### src/rtl/fp_pkg.sv
// ============================================================================
// Module   : fp_pkg
// Purpose  : Shared IEEE-754 single-precision types and constants for fp_diff.
// Revision : 1.0  initial release
// ============================================================================
`default_nettype none

package fp_pkg;

  typedef struct packed {
    logic       sign;
    logic [7:0] exp;
    logic [22:0] man;
  } fp32_t;

  localparam logic [31:0] FP_QNAN    = 32'h7FC0_0000;
  localparam logic [7:0]  FP_EXP_MAX = 8'hFF;
  localparam int          FP_BIAS    = 127;
  localparam int          MAN_W      = 24;

  typedef enum logic [1:0] {
    IDLE  = 2'd0,
    ALIGN = 2'd1,
    ADD   = 2'd2,
    NORM  = 2'd3
  } state_t;

endpackage

`default_nettype wire

### src/rtl/fp_unpack.sv
// ============================================================================
// Module   : fp_unpack
// Purpose  : Splits a single-precision word into sign, exponent and a 24-bit
//            mantissa with hidden bit; denormals are flushed to zero.
// Revision : 1.0  initial release
// ============================================================================
`default_nettype none

module fp_unpack
  import fp_pkg::*;
(
  input  logic [31:0]      op,
  output logic             sign,
  output logic [7:0]       exp,
  output logic [MAN_W-1:0] man,
  output logic             is_zero,
  output logic             is_special
);

  fp32_t w_op;

  always_comb begin
    w_op       = fp32_t'(op);
    sign       = w_op.sign;
    is_zero    = (w_op.exp == 8'd0);
    is_special = (w_op.exp == FP_EXP_MAX);
    exp        = w_op.exp;
    man        = is_zero ? '0 : {1'b1, w_op.man};
  end

endmodule

`default_nettype wire

### src/rtl/fp_diff.sv
// ============================================================================
// Module   : fp_diff
// Purpose  : Streaming single-precision differentiator y[n] = x[n] - x[n-1],
//            align/add/normalize FSM, truncation rounding.
//            Optional macro FP_DIFF_DROP_CNT_EN adds a saturating drop counter.
// Revision : 1.0  initial release
// ============================================================================
`default_nettype none

module fp_diff
  import fp_pkg::*;
#(
  parameter logic [31:0] PREV_INIT = 32'h0000_0000
) (
  input  logic        clk,
  input  logic        rst,
  input  logic        vld,
  input  logic [31:0] value,
  output logic        rdy,
  output logic [31:0] res,
  output logic        res_vld,
  output logic        exception
`ifdef FP_DIFF_DROP_CNT_EN
  ,
  output logic [15:0] drop_cnt
`endif
);

  state_t           r_state;
  state_t           w_state_next;
  logic [31:0]      r_prev;
  logic [31:0]      r_op_a;
  logic [31:0]      r_op_b;

  logic             r_a_sign;
  logic [7:0]       r_a_exp;
  logic [MAN_W-1:0] r_a_man;
  logic             r_b_sign;
  logic [MAN_W-1:0] r_b_man;
  logic             r_special;

  logic [MAN_W:0]   r_sum;
  logic             r_sign;
  logic [7:0]       r_exp;

  logic             w_ua_sign, w_ua_zero, w_ua_special;
  logic [7:0]       w_ua_exp;
  logic [MAN_W-1:0] w_ua_man;
  logic             w_ub_sign, w_ub_zero, w_ub_special;
  logic [7:0]       w_ub_exp;
  logic [MAN_W-1:0] w_ub_man;

  fp_unpack u_unpack_a (
    .op         (r_op_a),
    .sign       (w_ua_sign),
    .exp        (w_ua_exp),
    .man        (w_ua_man),
    .is_zero    (w_ua_zero),
    .is_special (w_ua_special)
  );

  fp_unpack u_unpack_b (
    .op         (r_op_b),
    .sign       (w_ub_sign),
    .exp        (w_ub_exp),
    .man        (w_ub_man),
    .is_zero    (w_ub_zero),
    .is_special (w_ub_special)
  );

  // Alignment: A is the larger magnitude, B is shifted right by the exponent gap.
  logic             w_swap;
  logic             w_big_sign, w_small_sign, w_small_zero;
  logic [7:0]       w_big_exp, w_small_exp, w_diff;
  logic [MAN_W-1:0] w_big_man, w_small_man, w_small_shifted;

  always_comb begin
    w_swap          = {w_ub_exp, w_ub_man} > {w_ua_exp, w_ua_man};
    w_big_sign      = w_swap ? w_ub_sign : w_ua_sign;
    w_big_exp       = w_swap ? w_ub_exp  : w_ua_exp;
    w_big_man       = w_swap ? w_ub_man  : w_ua_man;
    w_small_sign    = w_swap ? w_ua_sign : w_ub_sign;
    w_small_exp     = w_swap ? w_ua_exp  : w_ub_exp;
    w_small_man     = w_swap ? w_ua_man  : w_ub_man;
    w_small_zero    = w_swap ? w_ua_zero : w_ub_zero;
    w_diff          = w_big_exp - w_small_exp;
    w_small_shifted = (w_small_zero || (w_diff > 8'd24)) ? '0 : (w_small_man >> w_diff);
  end

  logic [8:0] w_exp_inc;
  logic       w_norm_done;

  always_comb begin
    w_exp_inc   = {1'b0, r_exp} + 9'd1;
    w_norm_done = r_special || r_sum[MAN_W] || (r_sum == '0) ||
                  r_sum[MAN_W-1] || (r_exp <= 8'd1);
  end

  always_comb begin
    w_state_next = r_state;
    case (r_state)
      IDLE:    if (vld) w_state_next = ALIGN;
      ALIGN:   w_state_next = ADD;
      ADD:     w_state_next = NORM;
      NORM:    if (w_norm_done) w_state_next = IDLE;
      default: w_state_next = IDLE;
    endcase
  end

  always_ff @(posedge clk) begin
    if (rst) r_state <= IDLE;
    else     r_state <= w_state_next;
  end

  assign rdy = (r_state == IDLE);

  always_ff @(posedge clk) begin
    if (rst) begin
      r_prev    <= PREV_INIT;
      r_op_a    <= '0;
      r_op_b    <= '0;
      r_a_sign  <= 1'b0;
      r_a_exp   <= '0;
      r_a_man   <= '0;
      r_b_sign  <= 1'b0;
      r_b_man   <= '0;
      r_special <= 1'b0;
      r_sum     <= '0;
      r_sign    <= 1'b0;
      r_exp     <= '0;
      res       <= '0;
      res_vld   <= 1'b0;
      exception <= 1'b0;
    end else begin
      res_vld <= 1'b0;
      case (r_state)
        IDLE: begin
          if (vld) begin
            r_op_a <= value;
            r_op_b <= {~r_prev[31], r_prev[30:0]};
            r_prev <= value;
          end
        end
        ALIGN: begin
          r_a_sign  <= w_big_sign;
          r_a_exp   <= w_big_exp;
          r_a_man   <= w_big_man;
          r_b_sign  <= w_small_sign;
          r_b_man   <= w_small_shifted;
          r_special <= w_ua_special || w_ub_special;
        end
        ADD: begin
          r_sum  <= (r_a_sign == r_b_sign) ? ({1'b0, r_a_man} + {1'b0, r_b_man})
                                           : ({1'b0, r_a_man} - {1'b0, r_b_man});
          r_sign <= r_a_sign;
          r_exp  <= r_a_exp;
        end
        NORM: begin
          if (r_special) begin
            res       <= FP_QNAN;
            exception <= 1'b1;
            res_vld   <= 1'b1;
          end else if (r_sum[MAN_W]) begin
            res_vld <= 1'b1;
            if (w_exp_inc >= {1'b0, FP_EXP_MAX}) begin
              res       <= FP_QNAN;
              exception <= 1'b1;
            end else begin
              res       <= {r_sign, w_exp_inc[7:0], r_sum[MAN_W-1:1]};
              exception <= 1'b0;
            end
          end else if (r_sum == '0) begin
            res       <= '0;
            exception <= 1'b0;
            res_vld   <= 1'b1;
          end else if (r_sum[MAN_W-1]) begin
            res       <= {r_sign, r_exp, r_sum[MAN_W-2:0]};
            exception <= 1'b0;
            res_vld   <= 1'b1;
          end else if (r_exp > 8'd1) begin
            // One left-normalize step per cycle until the hidden bit lands.
            r_sum <= {r_sum[MAN_W-1:0], 1'b0};
            r_exp <= r_exp - 8'd1;
          end else begin
            res       <= '0;
            exception <= 1'b0;
            res_vld   <= 1'b1;
          end
        end
        default: ;
      endcase
    end
  end

`ifdef FP_DIFF_DROP_CNT_EN
  always_ff @(posedge clk) begin
    if (rst)                                        drop_cnt <= '0;
    else if (vld && !rdy && (drop_cnt != 16'hFFFF)) drop_cnt <= drop_cnt + 16'd1;
  end
`endif

endmodule

`default_nettype wire
### config.mk
export PLATFORM = sky130hd
export DESIGN_NAME = fp_diff
export DESIGN_NICKNAME = d
export VERILOG_FILES = /design/src/rtl/fp_pkg.sv /design/src/rtl/fp_unpack.sv /design/src/rtl/fp_diff.sv
export SDC_FILE = /design/constraint.sdc
export NUM_CORES = 1
export LEC_CHECK = 0
export CORE_MARGIN = 3
export CORE_UTILIZATION = 30
export DETAILED_ROUTE_END_ITERATION = 7
export SYNTH_ARGS = -nofsm -noshare
export SYNTH_HDL_FRONTEND = slang
export SYNTH_SLANG_ARGS = --single-unit
### constraint.sdc
create_clock -name clk -period 12.45 [get_ports clk]
set_input_delay 1.8675 -clock clk [delete_from_list [all_inputs] [get_ports clk]]
set_output_delay 1.8675 -clock clk [all_outputs]
set_load 0.02 [all_outputs]
==> run metrics, run 1 <==
DRC 0; unrepaired setup endpoints after global routing no; Rows 74; total design power 3120 µW; DR iter-0 viols around 1100; TritonRoute pass-1 iters 6; average size of a mapped cell around 7.6 µm²; pin count of the biggest net entering global routing 100; syn nets approximately 1800; crit-path max FO 26; EDFF count, synth 0; IO Pins 70; htree depth 4; Worst-Margin Slew 1.13 ns; Die W ~210 µm; Via density approximately 5.4; # diodes 0; Static Leak 0.00552 µW; hold slack final around 0.45 ns; Layout Utilization approximately a third; MaxCap Viol Count 0; routed via count between 10000 and 15000; Clock Path Buffers 2; Sum Neg Setup Slack 0 ns; Congestion Overflow GR 0; Sw Share between 40% and 50%; Avg WL per Cell 17.1 µm; hold-fix buffers at CTS 0; antenna violations before repair 1; vias in the first global route ~11000; Total Routing Usage GR about 17%; core area ~0.041 mm²; layout cells sized above 1 about 6.2%; mapped cell area 0.0127 mm²; CP startpoint kind register; Slew HR between 20% and 30%; DIE AREA approximately 0.045 mm²; fill cell count 4320; final-report max-slew violation count 0; met2 wire length 16.5 mm; worst clock skew about 0.014 ns; Synth Instances ~1700; Pwr per Cell Area 216 mW/mm²; Layout area overhead 13.5%; final wirelength between 30 and 40 mm; Post-CTS Setup Bufs 0; hold violation total from the final report 0; CTS tree yes; IO buf count between 60 and 70; insertion delay to the later sink of the worst-skew pair around 0.46 ns; met1 WL ~19 mm; Post-synth ARST share 0%; routed wl met3 approximately 1.9 mm; total CTS buffers 17; Flop pwr share around 28%; post-CTS sizing 0; post-layout minimum cycle time roughly 6.5 ns; Int Pwr 1610 µW; sequential fraction of the synthesis area a little under a third; nets@finish 1772; final number of setup-violating endpoints 0; Yosys reg bits roughly 190; Critical Path Sink Type register; CTS clk-pin slew, worst paths approximately 0.070 ns; die span in y ~210 µm; clock power share around a fifth; Fmax about 0.15 GHz; CP Data Required Time 12.80 ns; Hold Path Class reg -> reg; combinational share of power a little over half; net switching power 1500 µW; Ys Warns 0; Starting Density 30.8%; final period utilization 51.9%; uppermost routed layer met5; critical path class reg -> reg; Final Wtd Congestion between 0.9 and 1; DP Wirelength around 28 mm; peak supply drop roughly 84 µV; first-pass GRT wire length 61.4 mm; Worst EP arrival roughly 6.8 ns; clock root cell clkbuf_16; Synth cell types between 80 and 90; Post-DRT Antenna Nets 0; status complete, no violations; Sink Count just under 200; Synth Flop Type dfxtp_1
stage by stage:
step	setup WS, ns	instances	instance area, µm²
2_1_floorplan	7.14	1670	12700
3_3_place_gp	6.30	2183	13800
4_1_cts	6.16	2214	14400
3_5_place_dp	6.18	2183	13800
5_1_grt	5.68	2214	14500
6_report	5.99	2214	14500
cells in the final DEF, fill, tap and decap left out, types with 7 or more instances in the layout:
master           synthesis  final
a21o_1                   9      9
xor2_1                  17     17
a31oi_1                  8      8
buf_4                    1     21
nand2_1                277    276
inv_1                   58     58
a21oi_1                146    146
a22oi_1                 33     33
mux2i_1                 38     38
o211ai_1                 7      7
o21ai_0                 54     54
a211oi_1                55     55
a22o_1                  35     35
nand4_1                 18     18
nand3_1                 36     36
nor4_1                  20     20
mux4_2                  15     15
a311oi_1                22     22
clkbuf_16                0     17
o22ai_1                 14     14
nand2b_1                12     12
nor2b_1                 10     10
and3_1                  20     20
clkdlybuf4s50_1          0     68
and2_1                  12     11
nor2_1                 198    197
dfxtp_1                193    193
ha_1                    66     65
mux2_2                   7      7
nor3_1                  40     40
xnor2_1                 30     30
layout make-up:
| cell class | count | area [µm²] | area share (%) |
|---|---|---|---|
| Clock inverter | 12 | 169 | 1.17 |
| Tap cell | 532 | 666 | 4.61 |
| Multi-Input combinational cell | 1310 | 8240 | 57.0 |
| Timing Repair Buffer | 89 | 838 | 5.80 |
| Inverter | 59 | 221 | 1.53 |
| Clock buffer | 19 | 453 | 3.13 |
| Sequential cell | 193 | 3860 | 26.7 |
power groups by stage:
stage / clock network (µW) / logic (µW) / registers (µW)
6_report: 592 / 1660 / 865
5_1_grt: 632 / 1830 / 884
4_1_cts: 608 / 1640 / 863
3_5_place_dp: 0 / 1640 / 877
3_3_place_gp: 0 / 1630 / 874
2_1_floorplan: 0 / 1240 / 826
state kept, by name, summed over array words and instances (netlist names):
register,flops
res,32
r_op_b,32
r_special,1
res_vld,1
r_b_sign,1
r_op_a,32
r_a_sign,1
r_a_exp,8
r_state,2
r_a_man,24
r_exp,8
r_sign,1
exception,1
r_sum,25
r_b_man,24
cells in the mapped netlist, types with 10 or more instances:
library cell	n	area, µm²
o22ai_1	14	87.6
nand4_1	18	113
nand3_1	36	180
nor3_1	40	200
nand2b_1	12	75.1
nor2b_1	10	62.6
a211oi_1	55	413
dfxtp_1	193	3860
inv_1	58	218
mux4_2	15	338
o21ai_0	54	270
a311oi_1	22	193
xor2_1	17	149
xnor2_1	30	263
nor4_1	20	125
clkbuf_1	94	353
a21oi_1	146	731
a22oi_1	33	248
and3_1	20	125
a22o_1	35	307
and2_1	12	75.1
nand2_1	277	1040
nor2_1	198	743
mux2i_1	38	380
ha_1	66	826
layer usage:
metal  vias to the layer above  track usage, %
li1                       6041               -
met1                      5690            24.4
met2                       288            26.3
met3                        35            3.01
met4                         2            3.79
met5                         -               0
path summary, 6_finish.rpt:
path,to,startpoint,depth (start not counted),slack [ns]
worst max-delay path,r_b_man[7],r_op_b[24],20,5.99
worst min-delay path,r_op_b[19],r_op_b[19],2,0.45
worst max register to register,r_b_man[7],r_op_b[24],20,5.99
worst min register to register,r_op_b[19],r_op_b[19],2,0.45
critical path, stage by stage (launching register included):
cell      delay (ns)
dfxtp_1         0.39
nor4_1          0.35
nand2_1         0.10
buf_4           0.24
nand2_1         0.13
inv_1           0.06
ha_1            0.33
nand4_2         0.21
nor4_1          0.55
nand4_1         0.63
and3_1          0.47
a211oi_4        0.30
ha_1            0.45
inv_1           0.47
nand2_1         0.26
o22ai_1         0.12
a211o_1         0.32
mux2_2          0.30
and4_1          0.20
a211o_1         0.24
a22o_1          0.19
cell families (layout without fill, tap and decap cells):
group	Yosys count	after routing	share of synthesized area, %
muxes	61	61	6.35
and+or+nand+nor	672	672	23.5
buffers and inverters	167	179	5.04
DFF	193	193	30.3
xor gates and xnor gates	47	47	3.23
adders and majority gates	67	67	6.64
AOI/OAI and AO/OA	463	463	24.9
No activity file was read; power rests on OpenSTA's default activity.
==> run 2: changes to the inputs <==
clock period = 5.9 ns   (was 12.45 ns; I/O delays follow)
==> run 2 against run 1 <==
- clock skew down 0.00066 ns
- core utilization is 0.32 points higher
- total power up 110%
- first-iteration DRC count down 16%
- final area increased by 0.93%
- die area unchanged
- routed wire length about the same
- count of clock-buffer cells in the layout fell by 2
==> run metrics, run 2 (synthesis gave the netlist of run 1 again) <==
Critical Path Sink Type register; Critical-path top delay cell or4_1; final period utilization approximately 90%; Worst-Margin Slew 1.21 ns; CP startpoint kind register; htree depth 4; DRC 0; IO buf count 69; Post-DRT Antenna Nets 0; Clock Path Buffers 2; critical path class reg -> reg; DIE AREA roughly 0.045 mm²; hold-fix buffers at CTS 0; Sum Neg Setup Slack 0 ns; core area between 0.04 and 0.05 mm²; CTS clk-pin slew, worst paths ~0.080 ns; layout cells sized above 1 under 10%; Final Cell Area 0.0146 mm²; Hold Path Class reg -> reg; Die W 212 µm; clock root cell clkbuf_16; commonest non-fill, non-tap cell in the layout nand2_1; CP Data Required Time 6.28 ns; Final Wtd Congestion around 0.92; antenna violations before repair 0; Post-CTS Setup Bufs 0; TritonRoute pass-1 iters 5; pin count of the biggest net entering global routing 91; IO Pins 70; Pwr per Cell Area ~460 mW/mm²; nets@finish 1788; first-pass GRT wire length 61.1 mm; Starting Density ~30%; Placed Instance Area ~0.014 mm²; hold violation total from the final report 0; peak supply drop between 200 and 250 µV; hold slack final between 0.4 and 0.5 ns; Rows 74; # diodes 0; insertion delay to the later sink of the worst-skew pair 0.46 ns; final-report max-slew violation count 0; CTS tree yes; routed via count about 12000; pre-CTS setup slack 0.598 ns; status complete, no violations; CP cell instances nor4_1, nand2_1, buf_4, nand2_1, ha_1, a21oi_1, nand2_1, a21oi_1, a31oi_4, nor3_1, a211oi_4, ha_1, nand3_1, o21ai_0, nor4_4, mux2i_1, o31ai_4, nand3_2, or4_1, o31ai_2; DP Wirelength 28.4 mm; biggest regs r_op_a x32, r_op_b x32, res x32; CP max stage delay 0.72 ns; most frequent cells in the layout nand2_1 (276), nor2_1 (197), dfxtp_1 (193), a21oi_1 (146), clkdlybuf4s50_1 (68); final wirelength around 38 mm; Top cell by count, worst path nand2_1; worst clock skew approximately 0.013 ns; MaxCap Viol Count 0; Slew HR a little under a fifth; die span in y 212 µm; Via density between 5 and 6; Avg WL per Cell 17.0 µm; Fmax ~0.19 GHz; total CTS buffers 17; Congestion Overflow GR 0; post-layout minimum cycle time around 5.4 ns; DR iter-0 viols approximately 900; Sink Count 193; Worst EP arrival 5.76 ns; Total Routing Usage GR between 10% and 20%; final number of setup-violating endpoints 0; unrepaired setup endpoints after global routing no; Static Leak between 0.005 and 0.006 µW; post-CTS sizing 0; vias in the first global route approximately 11000; crit-path max FO 28; Layout area overhead 14.5%; setup ws final 0.511 ns
[run 2: changes by cell type in the layout (fill, tap and decap cells not counted), sizes merged]
cell / before / now
bufinv: 3 / 2
clkbuf: 19 / 17
inv: 64 / 65
clkinv: 2 / 5
buf: 21 / 37
[run 2: final cells by class]
| cell class | instances | area (µm²) |
|---|---|---|
| Clock inverter | 15 | 198 |
| Multi-Input combinational cell | 1310 | 8240 |
| Timing Repair Buffer | 105 | 971 |
| Inverter | 59 | 221 |
| Clock buffer | 17 | 425 |
| Fill cell | 4332 | 26800 |
| Sequential cell | 193 | 3860 |
| Tap cell | 532 | 666 |
[run 2: critical path, delay by kind of cell (launching register included)]
family | cells | cell delay [ns]
AND/OR/NAND/NOR | 9 | 2.49
flip-flops | 1 | 0.40
buffers and inverters | 1 | 0.24
AO/OA/AOI/OAI | 7 | 1.46
multiplexers | 1 | 0.18
adder cells (fa/ha/maj) | 2 | 0.51
[run 2: final timing paths]
path / start / to / slack (ns) / depth (start not counted)
worst min register to register: r_op_b[3] / r_op_b[3] / 0.46 / 2
worst max-delay path: r_op_a[24] / r_b_man[21] / 0.51 / 20
worst max register to register: r_op_a[24] / r_b_man[21] / 0.51 / 20
worst min-delay path: r_op_b[3] / r_op_b[3] / 0.46 / 2
[run 2: stage by stage]
step	instances	util, %	total power [µW]
finish	2231	35.2	6680
floorplan	1670	-	4370
CTS	2231	35.2	6690
global placement	2199	33.7	5400
global route	2231	35.2	7180
detailed placement	2199	33.7	5430
[run 2: metal layers]
layer / track usage, % / share of wire (%) / vias to the layer above
met5: 0 / 0 / -
met3: 3.02 / 4.5 / 33
li1: - / - / 6061
met2: 26.2 / 44 / 286
met1: 24.4 / 51 / 5652
met4: 3.03 / 0.96 / 0
[run 2: where the power goes]
group / switching [µW] / total [µW] / internal (µW)
Sequential: 290 / 1840 / 1550
Clock: 588 / 1240 / 647
Combinational: 2350 / 3610 / 1260
==> run 3: changes to the inputs <==
CORE_ASPECT_RATIO = 0.6   (was default)
CORE_MARGIN = 5   (was 3)
==> run 3 against run 2 <==
- sequential share of layout area is 0.41 points lower
- worst setup slack better by 0.0059 ns
- maximum frequency grew 0.11%
- sequential power hardly changed
- worst hold slack better by 0.0022 ns
- combinational power grew 7.8%
- global-route usage grew 0.23 points
- largest cell class unchanged
==> run metrics, run 3 (synthesis gave the netlist of run 1 again) <==
status complete, no violations; Clock Path Buffers 2; peak supply drop between 200 and 300 µV; CP max stage delay approximately 0.93 ns; DIE AREA about 0.047 mm²; Congestion Overflow GR 0; final wirelength between 40 and 50 mm; Starting Density 30.4%; Top cell by count, worst path o21ai_0; setup ws final ~0.52 ns; Avg WL per Cell roughly 17 µm; Fmax around 0.19 GHz; DR iter-0 viols 1173; IO buf count 69; CTS clk-pin slew, worst paths 0.07 ns; first-pass GRT wire length around 65 mm; Final Cell Area roughly 0.015 mm²; Post-CTS Setup Bufs 0; hold path cells 2; total CTS buffers 17; clock root cell clkbuf_16; Int Pwr roughly 3500 µW; Hold Crit Start r_op_b[3]; hold-fix buffers at CTS 0; Total Routing Usage GR around 17%; number of cells on the worst reg-to-reg path 16; area of the multi-input gates roughly 0.0082 mm²; insertion delay to the later sink of the worst-skew pair around 0.47 ns; met1 WL ~21 mm; Worst EP arrival around 5.7 ns; routed via count between 10000 and 15000; Flop pwr share 26.6%; htree depth 4; crit-path max FO 13; Critical-path top delay cell xor2_1; CTS tree yes; Slew HR 18.8%; worst clock skew 0.0179 ns; Layout area overhead 16.3%; pre-CTS setup slack approximately 0.6 ns; Sw Share 48.9%; Min-Delay Endpoint r_op_b[3]; Via density around 5.4; Sum Neg Setup Slack 0 ns; Worst-Margin Slew approximately 1.2 ns; core area around 0.042 mm²; antenna violations before repair 0; hold violation total from the final report 0; vias in the first global route 11600; IO Pins 70; Static Leak 0.00572 µW; DP Wirelength 30.7 mm; MaxCap Viol Count 0; final number of setup-violating endpoints 0; routed wl met3 between 2 and 3 mm; worst r2r src r_a_sign; r2r setup slk 0.52 ns; # diodes 0; nets@finish 1824; biggest regs r_op_a x32, r_op_b x32, res x32; hold slack final between 0.4 and 0.5 ns; most frequent cells in the layout nand2_1 (276), nor2_1 (198), dfxtp_1 (193), a21oi_1 (146), buf_4 (72); unrepaired setup endpoints after global routing no; uppermost routed layer met4; combinational share of power between 50% and 60%; Hold Path Class reg -> reg; met2 wire length 16.7 mm; reg-to-reg endpoint r_sum[24]; Sink Count slightly below 200; final period utilization 91.2%; DRC 0; Final Wtd Congestion between 0.8 and 0.9; TritonRoute pass-1 iters 5; post-layout minimum cycle time between 5 and 6 ns; pin count of the biggest net entering global routing approximately 80; critical path class reg -> reg; Die W about 280 µm; commonest non-fill, non-tap cell in the layout nand2_1; post-CTS sizing 0; fill cell count roughly 4400; CP startpoint kind register; CP Data Required Time around 6.2 ns; Post-DRT Antenna Nets 0; die span in y about 170 µm; clock power share approximately 16%; Pwr per Cell Area between 400 and 500 mW/mm²; Rows slightly below 60; layout cells sized above 1 8.93%; net switching power around 3300 µW; Reg area ~0.0039 mm²; final-report max-slew violation count 0; CP cell instances xor2_1, o21ai_0, fa_1, a21o_1, a21oi_1, o21bai_1, a21oi_1, o21ai_0, a211oi_1, nor2_1, a211oi_1, buf_4, o21ai_0, o41ai_1, nor4_1, or3_1; Placed Instance Area 0.0143 mm²; Critical Path Sink Type register
==> run 3: how the worst max path moves through the flow <==
| stage | from | end | slack, ns |
|---|---|---|---|
| 4_1_cts | r_op_b[27] | r_b_man[20] | 0.60 |
| 2_1_floorplan | r_op_a[28] | r_b_man[1] | 0.59 |
| 5_1_grt | r_op_b[27] | r_b_man[20] | 0.07 |
| 3_3_place_gp | r_op_b[27] | r_b_man[23] | 0.74 |
| 3_5_place_dp | r_op_b[27] | r_b_man[20] | 0.60 |
| 6_report | r_a_sign | r_sum[24] | 0.52 |
==> run 3: layout make-up <==
cell class                 count  area share, %
clock buffer                  21           3.04
sequential                   193           26.1
inverter                      59           1.49
clock inverter                11          0.557
multi-input combinational   1310           55.6
tap                          570           4.81
timing repair buffer         141           8.38
==> run 3: power groups by stage <==
stage / logic, µW / registers (µW) / clock network, µW
after floorplan: 2630 / 1740 / 0
after CTS: 3820 / 1810 / 1150
after global routing: 4240 / 1850 / 1210
after global placement: 3770 / 1840 / 0
final: 3890 / 1820 / 1120
after detailed placement: 3800 / 1840 / 0
==> run 3: layer usage <==
layer | up-vias | global-route usage, %
met1 | 5944 | 26.5
met5 | - | 0
met3 | 27 | 2.98
met4 | 0 | 2.67
li1 | 6137 | -
met2 | 349 | 24.8
==> run 3: worst max-delay path, delay by kind of cell (launching register included) <==
kind            cells  cell delay, ns
buf+inv             1            0.17
fa+ha+maj           1            0.53
xor+xnor            1            0.93
flops               1            0.42
simple gates        3            0.60
compound gates     10            2.60
==> run 3: metrics by stage <==
step | power (µW) | utilization (%) | std cells
after floorplan | 4370 | - | 1670
after global placement | 5610 | 34.1 | 2273
after detailed placement | 5650 | 34.1 | 2273
after CTS | 6780 | 35.3 | 2305
after global routing | 7310 | 35.3 | 2305
final | 6820 | 35.3 | 2305
